File: src/rtl/kernel_conv3x3_pkg.sv
// Shared beat-type encoding, 3x3 tap indexing and pipeline control payload
// for the row-buffer kernel stage and the 3x3 convolution stage.
package kernel_conv3x3_pkg;

    localparam int unsigned DTYPE_WIDTH = 8;

    localparam logic [DTYPE_WIDTH-1:0] DTYPE_FRAME_START = 8'h01;
    localparam logic [DTYPE_WIDTH-1:0] DTYPE_FRAME_END   = 8'h02;
    localparam logic [DTYPE_WIDTH-1:0] DTYPE_ROW_START   = 8'h04;
    localparam logic [DTYPE_WIDTH-1:0] DTYPE_ROW_END     = 8'h08;
    localparam logic [DTYPE_WIDTH-1:0] DTYPE_HEADER      = 8'h10;
    localparam logic [DTYPE_WIDTH-1:0] DTYPE_PIXEL       = 8'h40;
    localparam logic [DTYPE_WIDTH-1:0] DTYPE_PIXEL_LAST  = 8'h80;
    localparam logic [DTYPE_WIDTH-1:0] DTYPE_PIXEL_MASK  = 8'hC0;

    localparam int unsigned KCONV_TAPS = 9;

    // Flat index of window tap (r,c); r0 is the oldest row, c0 the oldest column.
    function automatic int unsigned kconv_idx(input int unsigned r, input int unsigned c);
        return 3 * r + c;
    endfunction

    typedef struct packed {
        logic                   valid;
        logic                   pixel;
        logic                   filt_en;
        logic [DTYPE_WIDTH-1:0] dtype;
    } beat_ctl_t;

endpackage

File: src/rtl/kernel_conv3x3_row_sum.sv
// One kernel row: three signed pixel x coefficient products (registered),
// then their registered sum with two guard bits.
module conv_row_sum #(
    parameter int unsigned PIXEL_WIDTH = 10,
    parameter int unsigned COEF_WIDTH  = 8
) (
    input  logic                                       clk,
    input  logic                                       resetb,
    input  logic        [3*PIXEL_WIDTH-1:0]            pix,
    input  logic        [3*COEF_WIDTH-1:0]             coef,
    output logic signed [PIXEL_WIDTH+COEF_WIDTH+2:0]   row_sum
);

    localparam int unsigned PROD_W = PIXEL_WIDTH + 1 + COEF_WIDTH;
    localparam int unsigned ROW_W  = PROD_W + 2;

    logic signed [PROD_W-1:0] prod_q [3];

    // Pixels are unsigned; a zero MSB makes them non-negative signed operands.
    always_ff @(posedge clk or negedge resetb) begin
        if (!resetb) begin
            for (int i = 0; i < 3; i++) prod_q[i] <= '0;
            row_sum <= '0;
        end else begin
            for (int i = 0; i < 3; i++) begin
                prod_q[i] <= PROD_W'($signed({1'b0, pix[i*PIXEL_WIDTH +: PIXEL_WIDTH]}))
                           * PROD_W'($signed(coef[i*COEF_WIDTH +: COEF_WIDTH]));
            end
            row_sum <= ROW_W'(prod_q[0]) + ROW_W'(prod_q[1]) + ROW_W'(prod_q[2]);
        end
    end

endmodule

File: src/rtl/kernel_conv3x3.sv
// Programmable 3x3 convolution with fixed 3-clk latency for every beat type.
// Define KERNEL_CONV_ROUND_EN to round half up before the post-sum shift.
module kernel_conv3x3
    import kernel_conv3x3_pkg::*;
#(
    parameter int unsigned PIXEL_WIDTH = 10,
    parameter int unsigned DATA_WIDTH  = 16,
    parameter int unsigned COEF_WIDTH  = 8,
    parameter int unsigned SHIFT_WIDTH = 4
) (
    input  logic                                clk,
    input  logic                                resetb,
    input  logic                                dvi,
    input  logic [DTYPE_WIDTH-1:0]              dtypei,
    input  logic [DATA_WIDTH-1:0]               meta_datai,
    input  logic [KCONV_TAPS*PIXEL_WIDTH-1:0]   kernel_datai,
    input  logic                                enable,
    input  logic [KCONV_TAPS*COEF_WIDTH-1:0]    coef_i,
    input  logic [SHIFT_WIDTH-1:0]              shift_i,
    output logic                                dvo,
    output logic [DTYPE_WIDTH-1:0]              dtypeo,
    output logic [DATA_WIDTH-1:0]               datao
);

    localparam int unsigned ROW_W  = PIXEL_WIDTH + COEF_WIDTH + 3;
    localparam int unsigned ACC_W  = PIXEL_WIDTH + COEF_WIDTH + 5;
    localparam int unsigned CENTRE = kconv_idx(1, 1);
    localparam logic [KCONV_TAPS*COEF_WIDTH-1:0] COEF_IDENTITY =
        (KCONV_TAPS*COEF_WIDTH)'(1) << (CENTRE * COEF_WIDTH);

    logic [KCONV_TAPS*COEF_WIDTH-1:0] coef_act;
    logic [SHIFT_WIDTH-1:0]           shift_act;
    logic                             enable_act;

    logic                             frame_start;
    logic [KCONV_TAPS*COEF_WIDTH-1:0] coef_use;
    logic [SHIFT_WIDTH-1:0]           shift_use;
    logic                             enable_use;

    // A frame-start beat already uses the settings it latches.
    assign frame_start = dvi && (dtypei == DTYPE_FRAME_START);
    assign coef_use    = frame_start ? coef_i  : coef_act;
    assign shift_use   = frame_start ? shift_i : shift_act;
    assign enable_use  = frame_start ? enable  : enable_act;

    always_ff @(posedge clk or negedge resetb) begin
        if (!resetb) begin
            coef_act   <= COEF_IDENTITY;
            shift_act  <= '0;
            enable_act <= 1'b1;
        end else if (frame_start) begin
            coef_act   <= coef_i;
            shift_act  <= shift_i;
            enable_act <= enable;
        end
    end

    // Per-beat side information travels with the beat so settings stay aligned.
    beat_ctl_t              ctl_in;
    beat_ctl_t              ctl_q    [2];
    logic [DATA_WIDTH-1:0]  meta_q   [2];
    logic [PIXEL_WIDTH-1:0] centre_q [2];
    logic [SHIFT_WIDTH-1:0] shift_q  [2];

    always_comb begin
        ctl_in.valid   = dvi;
        ctl_in.pixel   = dvi && (|(dtypei & DTYPE_PIXEL_MASK));
        ctl_in.filt_en = enable_use;
        ctl_in.dtype   = dtypei;
    end

    always_ff @(posedge clk or negedge resetb) begin
        if (!resetb) begin
            for (int i = 0; i < 2; i++) begin
                ctl_q[i]    <= '0;
                meta_q[i]   <= '0;
                centre_q[i] <= '0;
                shift_q[i]  <= '0;
            end
        end else begin
            ctl_q[0]    <= ctl_in;
            meta_q[0]   <= meta_datai;
            centre_q[0] <= kernel_datai[CENTRE*PIXEL_WIDTH +: PIXEL_WIDTH];
            shift_q[0]  <= shift_use;
            ctl_q[1]    <= ctl_q[0];
            meta_q[1]   <= meta_q[0];
            centre_q[1] <= centre_q[0];
            shift_q[1]  <= shift_q[0];
        end
    end

    logic signed [ROW_W-1:0] row_sum [3];

    for (genvar r = 0; r < 3; r++) begin : g_row
        conv_row_sum #(
            .PIXEL_WIDTH (PIXEL_WIDTH),
            .COEF_WIDTH  (COEF_WIDTH)
        ) u_row (
            .clk     (clk),
            .resetb  (resetb),
            .pix     (kernel_datai[kconv_idx(r, 0)*PIXEL_WIDTH +: 3*PIXEL_WIDTH]),
            .coef    (coef_use[kconv_idx(r, 0)*COEF_WIDTH +: 3*COEF_WIDTH]),
            .row_sum (row_sum[r])
        );
    end

    logic signed [ACC_W-1:0]  total;
    logic signed [ACC_W-1:0]  rounded;
    logic signed [ACC_W-1:0]  shifted;
    logic [PIXEL_WIDTH-1:0]   clamped;

    // S3: total, optional rounding, arithmetic shift, clamp to pixel range.
    always_comb begin
        total   = ACC_W'(row_sum[0]) + ACC_W'(row_sum[1]) + ACC_W'(row_sum[2]);
        rounded = total;
`ifdef KERNEL_CONV_ROUND_EN
        if (shift_q[1] != '0) begin
            rounded = total + (ACC_W'(1) << (shift_q[1] - SHIFT_WIDTH'(1)));
        end
`endif
        shifted = rounded >>> shift_q[1];
        clamped = shifted[PIXEL_WIDTH-1:0];
        if (shifted[ACC_W-1]) begin
            clamped = '0;
        end else if (|shifted[ACC_W-2:PIXEL_WIDTH]) begin
            clamped = '1;
        end
    end

    always_ff @(posedge clk or negedge resetb) begin
        if (!resetb) begin
            dvo    <= 1'b0;
            dtypeo <= '0;
            datao  <= '0;
        end else begin
            dvo    <= ctl_q[1].valid;
            dtypeo <= ctl_q[1].dtype;
            if (ctl_q[1].pixel) begin
                datao <= ctl_q[1].filt_en ? DATA_WIDTH'(clamped) : DATA_WIDTH'(centre_q[1]);
            end else begin
                datao <= meta_q[1];
            end
        end
    end

endmodule

File: config.mk
export PLATFORM = sky130hd
export DESIGN_NAME = kernel_conv3x3
export DESIGN_NICKNAME = d
export VERILOG_FILES = /design/src/rtl/kernel_conv3x3_pkg.sv /design/src/rtl/kernel_conv3x3_row_sum.sv /design/src/rtl/kernel_conv3x3.sv
export SDC_FILE = /design/constraint.sdc
export NUM_CORES = 2
export LEC_CHECK = 0
export ABC_AREA = 1
export CAP_MARGIN = 20
export CELL_PAD_IN_SITES_DETAIL_PLACEMENT = 2
export CELL_PAD_IN_SITES_GLOBAL_PLACEMENT = 2
export CORE_MARGIN = 10
export CORE_UTILIZATION = 42
export CTS_BUF_LIST = sky130_fd_sc_hd__clkbuf_4
export DETAILED_ROUTE_END_ITERATION = 10
export DONT_BUFFER_PORTS = 1
export PLACE_DENSITY_LB_ADDON = 0.1
export SLEW_MARGIN = 20
export SYNTH_ARGS = -nofsm -noshare
export SYNTH_HDL_FRONTEND = slang
export SYNTH_SLANG_ARGS = --single-unit
File: constraint.sdc
create_clock -name clk -period 6.99 [get_ports clk]
set_input_delay 1.7475 -clock clk [delete_from_list [all_inputs] [get_ports clk]]
set_output_delay 1.7475 -clock clk [all_outputs]
set_load 0.01 [all_outputs]
Word-level counts from Yosys, hierarchy flattened
Index checks and enable logic that the tools add are counted.
{"block": "totals", "reg_bits": 414, "word_cells": 60, "out_inout_bits": 25, "inputBits": 194}
{"block": "classes", "n_mul": 9, "n_reduce_logical": 4, "n_mux": 6, "n_addsub": 8, "shift": 1, "n_eq_ne": 1}
{"cell": "$mul A11 B8 Y19", "n": 9}
{"cell": "$mux W72", "n": 1}
{"cell": "$add A20 B19 Y21", "n": 3}
{"cell": "$add A19 B19 Y20", "n": 3}
{"cell": "$mux W10", "n": 3}
{"cell": "$add A22 B21 Y23", "n": 1}
{"cell": "$sshr A23 B4 Y23", "n": 1}
{"cell": "$add A21 B21 Y22", "n": 1}
{"cell": "$mux W16", "n": 1}
{"cell": "$reduce_or A12 Y1", "n": 1}
{"cell": "$eq A8 B1 Y1 const B", "n": 1}
{"cell": "$logic_and A1 B1 Y1", "n": 2}
{"cell": "$reduce_or A2 Y1", "n": 1}
{"cell": "$mux W1", "n": 1}

Longest topological paths before layout
{"block": "logic_depth", "ltp_word": 8, "depth_mapped": 33, "mapped_depth_nobuf": 31}

Cells and area by module
From an unflattened synthesis, not the netlist that was laid out.
{"block": "hier_totals", "hier_cells": 5701, "hier_area_um2": 45600.0}
{"module": "conv_row_sum (g_row[0].u_row)", "area_each_um2": 12258.0, "instances": 1, "seq_area_each_um2": 1951.9, "cells_per_inst": 1594}
{"module": "conv_row_sum (g_row[1].u_row)", "area_each_um2": 12258.0, "instances": 1, "seq_area_each_um2": 1951.9, "cells_per_inst": 1593}
{"module": "conv_row_sum (g_row[2].u_row)", "area_each_um2": 12234.2, "instances": 1, "seq_area_each_um2": 1951.9, "cells_per_inst": 1591}
{"module": "kernel_conv3x3", "area_each_um2": 8849.7, "instances": 1, "seq_area_each_um2": 4506.8, "cells_per_inst": 923}

Worst setup path after synthesis
Ideal clock, no wire load.
{"block": "synth_timing", "path_type": "in2reg", "startpoint": "in dtypei[3]", "endpoint": "reg g_row[0].u_row.prod_q[18] (netlist name)", "required_ps": 6869, "t_arrival_ps": 6887, "setup_ps": 121, "path_slack_ps": -18, "n_path_buf": 1, "stages": 26, "path_cell_list": "nor4_1 nand3_1 clkbuf_1 o21ai_1 clkinv_1 fa_1 fa_1 inv_1 fa_1 inv_1 fa_1 inv_1 ha_1 nand2_1 o21ai_0 a21oi_1 o21bai_1 a21boi_1 o21ai_2 a21oi_1 o21bai_1 nand2_1 a21boi_0 nor2_1 nand2_1 nand2_1"}
{"block": "synth_via", "elab_chain_len": 4}
{"element": "from (decl)", "line_no": "kernel_conv3x3.sv:14", "text": "input logic [DTYPE_WIDTH-1:0] dtypei,"}
{"element": "$eq A8 B1 Y1", "line_no": "kernel_conv3x3.sv:41", "text": "assign frame_start = dvi && (dtypei == DTYPE_FRAME_START);"}
{"element": "$logic_and A1 B1 Y1", "line_no": "kernel_conv3x3.sv:41"}
{"element": "$mux W72"}
{"element": "via coef_use[23]", "line_no": "kernel_conv3x3.sv:36", "text": "logic [KCONV_TAPS*COEF_WIDTH-1:0] coef_use;"}
{"element": "$mul A11 B8 Y19", "line_no": "kernel_conv3x3_row_sum.sv:27", "text": "* PROD_W'($signed(coef[i*COEF_WIDTH +: COEF_WIDTH]));"}
{"element": "to (signal, indexed assignment)", "line_no": "kernel_conv3x3_row_sum.sv:26", "text": "prod_q[i] <= PROD_W'($signed({1'b0, pix[i*PIXEL_WIDTH +: PIXEL_WIDTH]}))"}
{"element": "to (decl)", "line_no": "kernel_conv3x3_row_sum.sv:17", "text": "logic signed [PROD_W-1:0] prod_q [3];"}
The timed path passes the listed nets, and every way through them passes these cells.
A chain may end at the register's enable or synchronous reset.

Final worst setup path
{"block": "layout_timing", "startpoint": "in dvi", "endpoint": "reg g_row[2].u_row.prod_q[56] (netlist name)"}
{"block": "layout_via", "elab_chain_len": 3}
{"element": "from (decl)", "line_no": "kernel_conv3x3.sv:13", "text": "input logic dvi,"}
{"element": "$logic_and A1 B1 Y1", "line_no": "kernel_conv3x3.sv:41"}
{"element": "$mux W72"}
{"element": "via coef_use[50]", "line_no": "kernel_conv3x3.sv:36"}
{"element": "$mul A11 B8 Y19", "line_no": "kernel_conv3x3_row_sum.sv:27"}
{"element": "to (signal, indexed assignment)", "line_no": "kernel_conv3x3_row_sum.sv:26"}
{"element": "to (decl)", "line_no": "kernel_conv3x3_row_sum.sv:17"}
The timed path passes the listed nets, and every way through them passes these cells.

==> run summary <==
outcome -> complete, but fails checks
failing checks -> max-slew violations
row count -> 114
antenna violation net count after detailed routing -> 0
Distinct cells, synth -> 46
Yosys top cell by area -> fa_1
CP Data Arrival Time -> 7550 ps
Largest stage delay, worst path -> 540 ps
total grt overflow -> 0
clock skew -> 87.61 ps
port buffer count -> 0
maximum vdd ir drop -> 139.1 uV
Slew Limit Fails -> 178
Worst Tran Pin Value -> 1880 ps
CTS Buffer Depth -> 3
routed wire length -> 137.1 mm
final worst path period share -> 0.9628
Sw Pwr -> 0.004355 W
Final HPWL DP -> 113.2 mm
Initial Utilization -> 0.4250
max_slew headroom -> -0.2533
# clock sinks -> 414
Switching Share -> 0.4402
crit path buf inv count -> 8
Placer Congestion -> 0.8347
synth top area cells -> fa_1 25%, dfrtp_1 25%, ha_1 15%
largest net degree at the start of global routing -> 415
Core ar. -> 0.09699 mm^2
initial antenna violation count -> 1
CTS root buf -> clkbuf_4
drt pass-1 iters -> 4
H-tree lvl count -> 3
DR iter-0 viols -> 1082
clock-pin transition on the worst setup and hold timing paths -> 70 ps
Final Cell Area -> 0.04737 mm^2
Die W -> 333.3 um
post-synth top area share -> 0.2540
placed inst area -> 0.04580 mm^2
top_reg_cell synth -> dfrtp_1
critical path capture point type -> register
Setup Crit Path Kind -> in2reg
Ys Warns -> 0
Final min period -> 6730 ps
die area -> 0.1111 mm^2
num ports -> 219
total of max-cap violations -> 0
Comb power frac -> 0.458
Max Freq -> 0.1486 GHz
Die H -> 333.3 um
Hold WC Path Type -> reg2reg
first-pass GRT wire length -> 220.6 mm
CTS tree -> yes
worst-skew pair later-pin latency -> 1010 ps
mean routed wirelength per cell -> 20.91 um
Syn Nets -> 5897
overall routing resource usage -> 0.2500
sequential share of the synthesized area -> 0.2514
# DRC -> 0
asr flop ratio synth -> 1.000
nets -> 6396
Post-Syn Instances -> 4679
total power -> 0.009893 W
clock network power share -> 0.245
Flop pwr share -> 0.297
Netlist Area Pre-Place -> 0.04122 mm^2
flops & latches, synth -> 414
Critical Path RT -> 7810 ps
CTS Hold Bufs -> 0
via count -> 32580
Worst setup SP type -> input port
Pint -> 0.005538 W
P_leak -> 27.41 nW
CP delay by family, top -> adder cells
Layout area overhead -> 14.91%
Final setup viols -> 0
crit-path max FO -> 31
Via-to-Cell Ratio -> 4.969
share of layout cells above drive strength 1 -> 0.1178
CTS Buf Count -> 120
Power Density -> 208.9 mW/mm^2
final hold violation count -> 0
vias in the first global route -> 39870
Avg Inst Size Synth -> 8.810 um^2
slowest cell on the critical path -> fa_1
Post-synth EDFFs -> 0
-- final cells by class --
class                           count  area, um^2
Fill cell                       10700       49620
Antenna cell                        2       5.005
Multi-Input combinational cell   3042       26290
Clock buffer                      167        1254
Timing Repair Buffer              407        3084
Clock inverter                     56       296.5
Tap cell                         1276        1597
Sequential cell                   414       10360
Inverter                         1193        4478
-- routing by layer --
| metal | GRT usage | part of all wire | vias up |
|---|---|---|---|
| met5 | 0 | 0 | - |
| met4 | 0.06937 | 0.026 | 0 |
| met3 | 0.03427 | 0.027 | 221 |
| met2 | 0.4794 | 0.54 | 439 |
| met1 | 0.2857 | 0.41 | 16810 |
| li1 | - | - | 15110 |
-- power groups by stage --
stage	clock network [W]	logic, W	registers, W
6_report	0.00242	0.00454	0.00294
5_1_grt	0.00265	0.00519	0.00296
4_1_cts	0.00252	0.00459	0.00294
3_5_place_dp	0	0.00453	0.00298
3_3_place_gp	0	0.00426	0.00296
2_1_floorplan	0	0.00305	0.00286
-- registers in the layout, indices dropped and copies added, names as in the netlist --
register and cells:
ctl_q 22, coef_act 72, g_row.u_row.row_sum 63, datao 16, dtypeo 8, meta_q 32, centre_q 20, shift_q 8
enable_act 1, g_row.u_row.prod_q 171, dvo 1
-- per-stage QoR --
| stage | setup WS [ps] | hold WS (ps) | util | setup TNS (ps) | instances |
|---|---|---|---|---|---|
| final | 259.8 | 336.0 | 0.4884 | 0 | 6557 |
| after global routing | -57.15 | 348.3 | 0.4884 | -122.4 | 6556 |
| after CTS | 138.9 | 340.2 | 0.4881 | 0 | 6555 |
| after detailed placement | -917.3 | 336.3 | 0.4721 | -31060 | 6332 |
| after global placement | -400.9 | 331.4 | 0.4721 | -10070 | 6332 |
| after floorplan | -18.34 | 331.2 | - | -32.10 | 4679 |
-- what timing repair did --
action | in CTS | in global routing
setup buffers | 0 | 0
endpoints found under the setup margin | 0 | 25
resized for setup | 0 | 6
-- path summary, 6_finish.rpt --
check / startpoint / slack (ps) / cells after the start / end
worst min-delay path: meta_q[25] / 340 / 0 / meta_q[9]
min in group asynchronous: resetb / 440 / 0 / coef_act[3]
worst max-delay path: dvi / 260 / 29 / g_row[2].u_row.prod_q[56]
worst min register to register: meta_q[25] / 340 / 0 / meta_q[9]
worst max register to register: coef_act[50] / 1680 / 25 / g_row[2].u_row.prod_q[56]
max in group asynchronous: resetb / 5000 / 0 / coef_act[45]
-- worst register-to-register path, delay by kind of cell (launching register included) --
family / cells / cell delay (ps)
fa+ha+maj: 5 / 2390
xor+xnor: 1 / 160
flops: 1 / 360
buf+inv: 5 / 600
simple gates: 11 / 1060
compound gates: 3 / 570
-- cells by family after synthesis --
kind of cell	count (synthesis)	synth area share
AND/OR/NAND/NOR	1418	0.1358
multiplexers	6	0.001609
XOR/XNOR	179	0.03803
buffers and inverters	1223	0.1115
AO/OA/AOI/OAI	415	0.05570
adder cells (fa/ha/maj)	1024	0.4061
flip-flops	414	0.2514
-- cells in the mapped netlist, types with 10 or more instances --
cell type,instances
a21oi_1,190
a31oi_1,10
clkbuf_1,25
clkinv_1,20
dfrtp_1,412
fa_1,523
ha_1,501
inv_1,1173
nand2_1,654
nand3_1,136
nand4_1,10
nor2_1,590
o21ai_0,90
o21ai_1,52
o21bai_1,20
xnor2_1,57
xor2_1,122
-- layout by cell type, fill, tap and decap left out, drive strengths merged, types with 2 or more instances in the layout --
cell type	n
clkinvlp	2
nor2	593
o21ai	147
nor4	2
bufinv	2
or2	2
a21o	8
dfstp	2
o21a	3
a211oi	8
nand3	136
nand3b	4
nand4	11
diode	2
and3	2
xnor2	57
a21oi	193
fa	523
mux2	5
clkinv	70
o31ai	5
nand2	659
clkbuf	167
a21boi	12
o21bai	20
buf	407
xor2	122
dfrtp	412
inv	1175
nor3	7
a31oi	10
o211ai	7
ha	501
No activity file was read; power rests on OpenSTA's default activity.
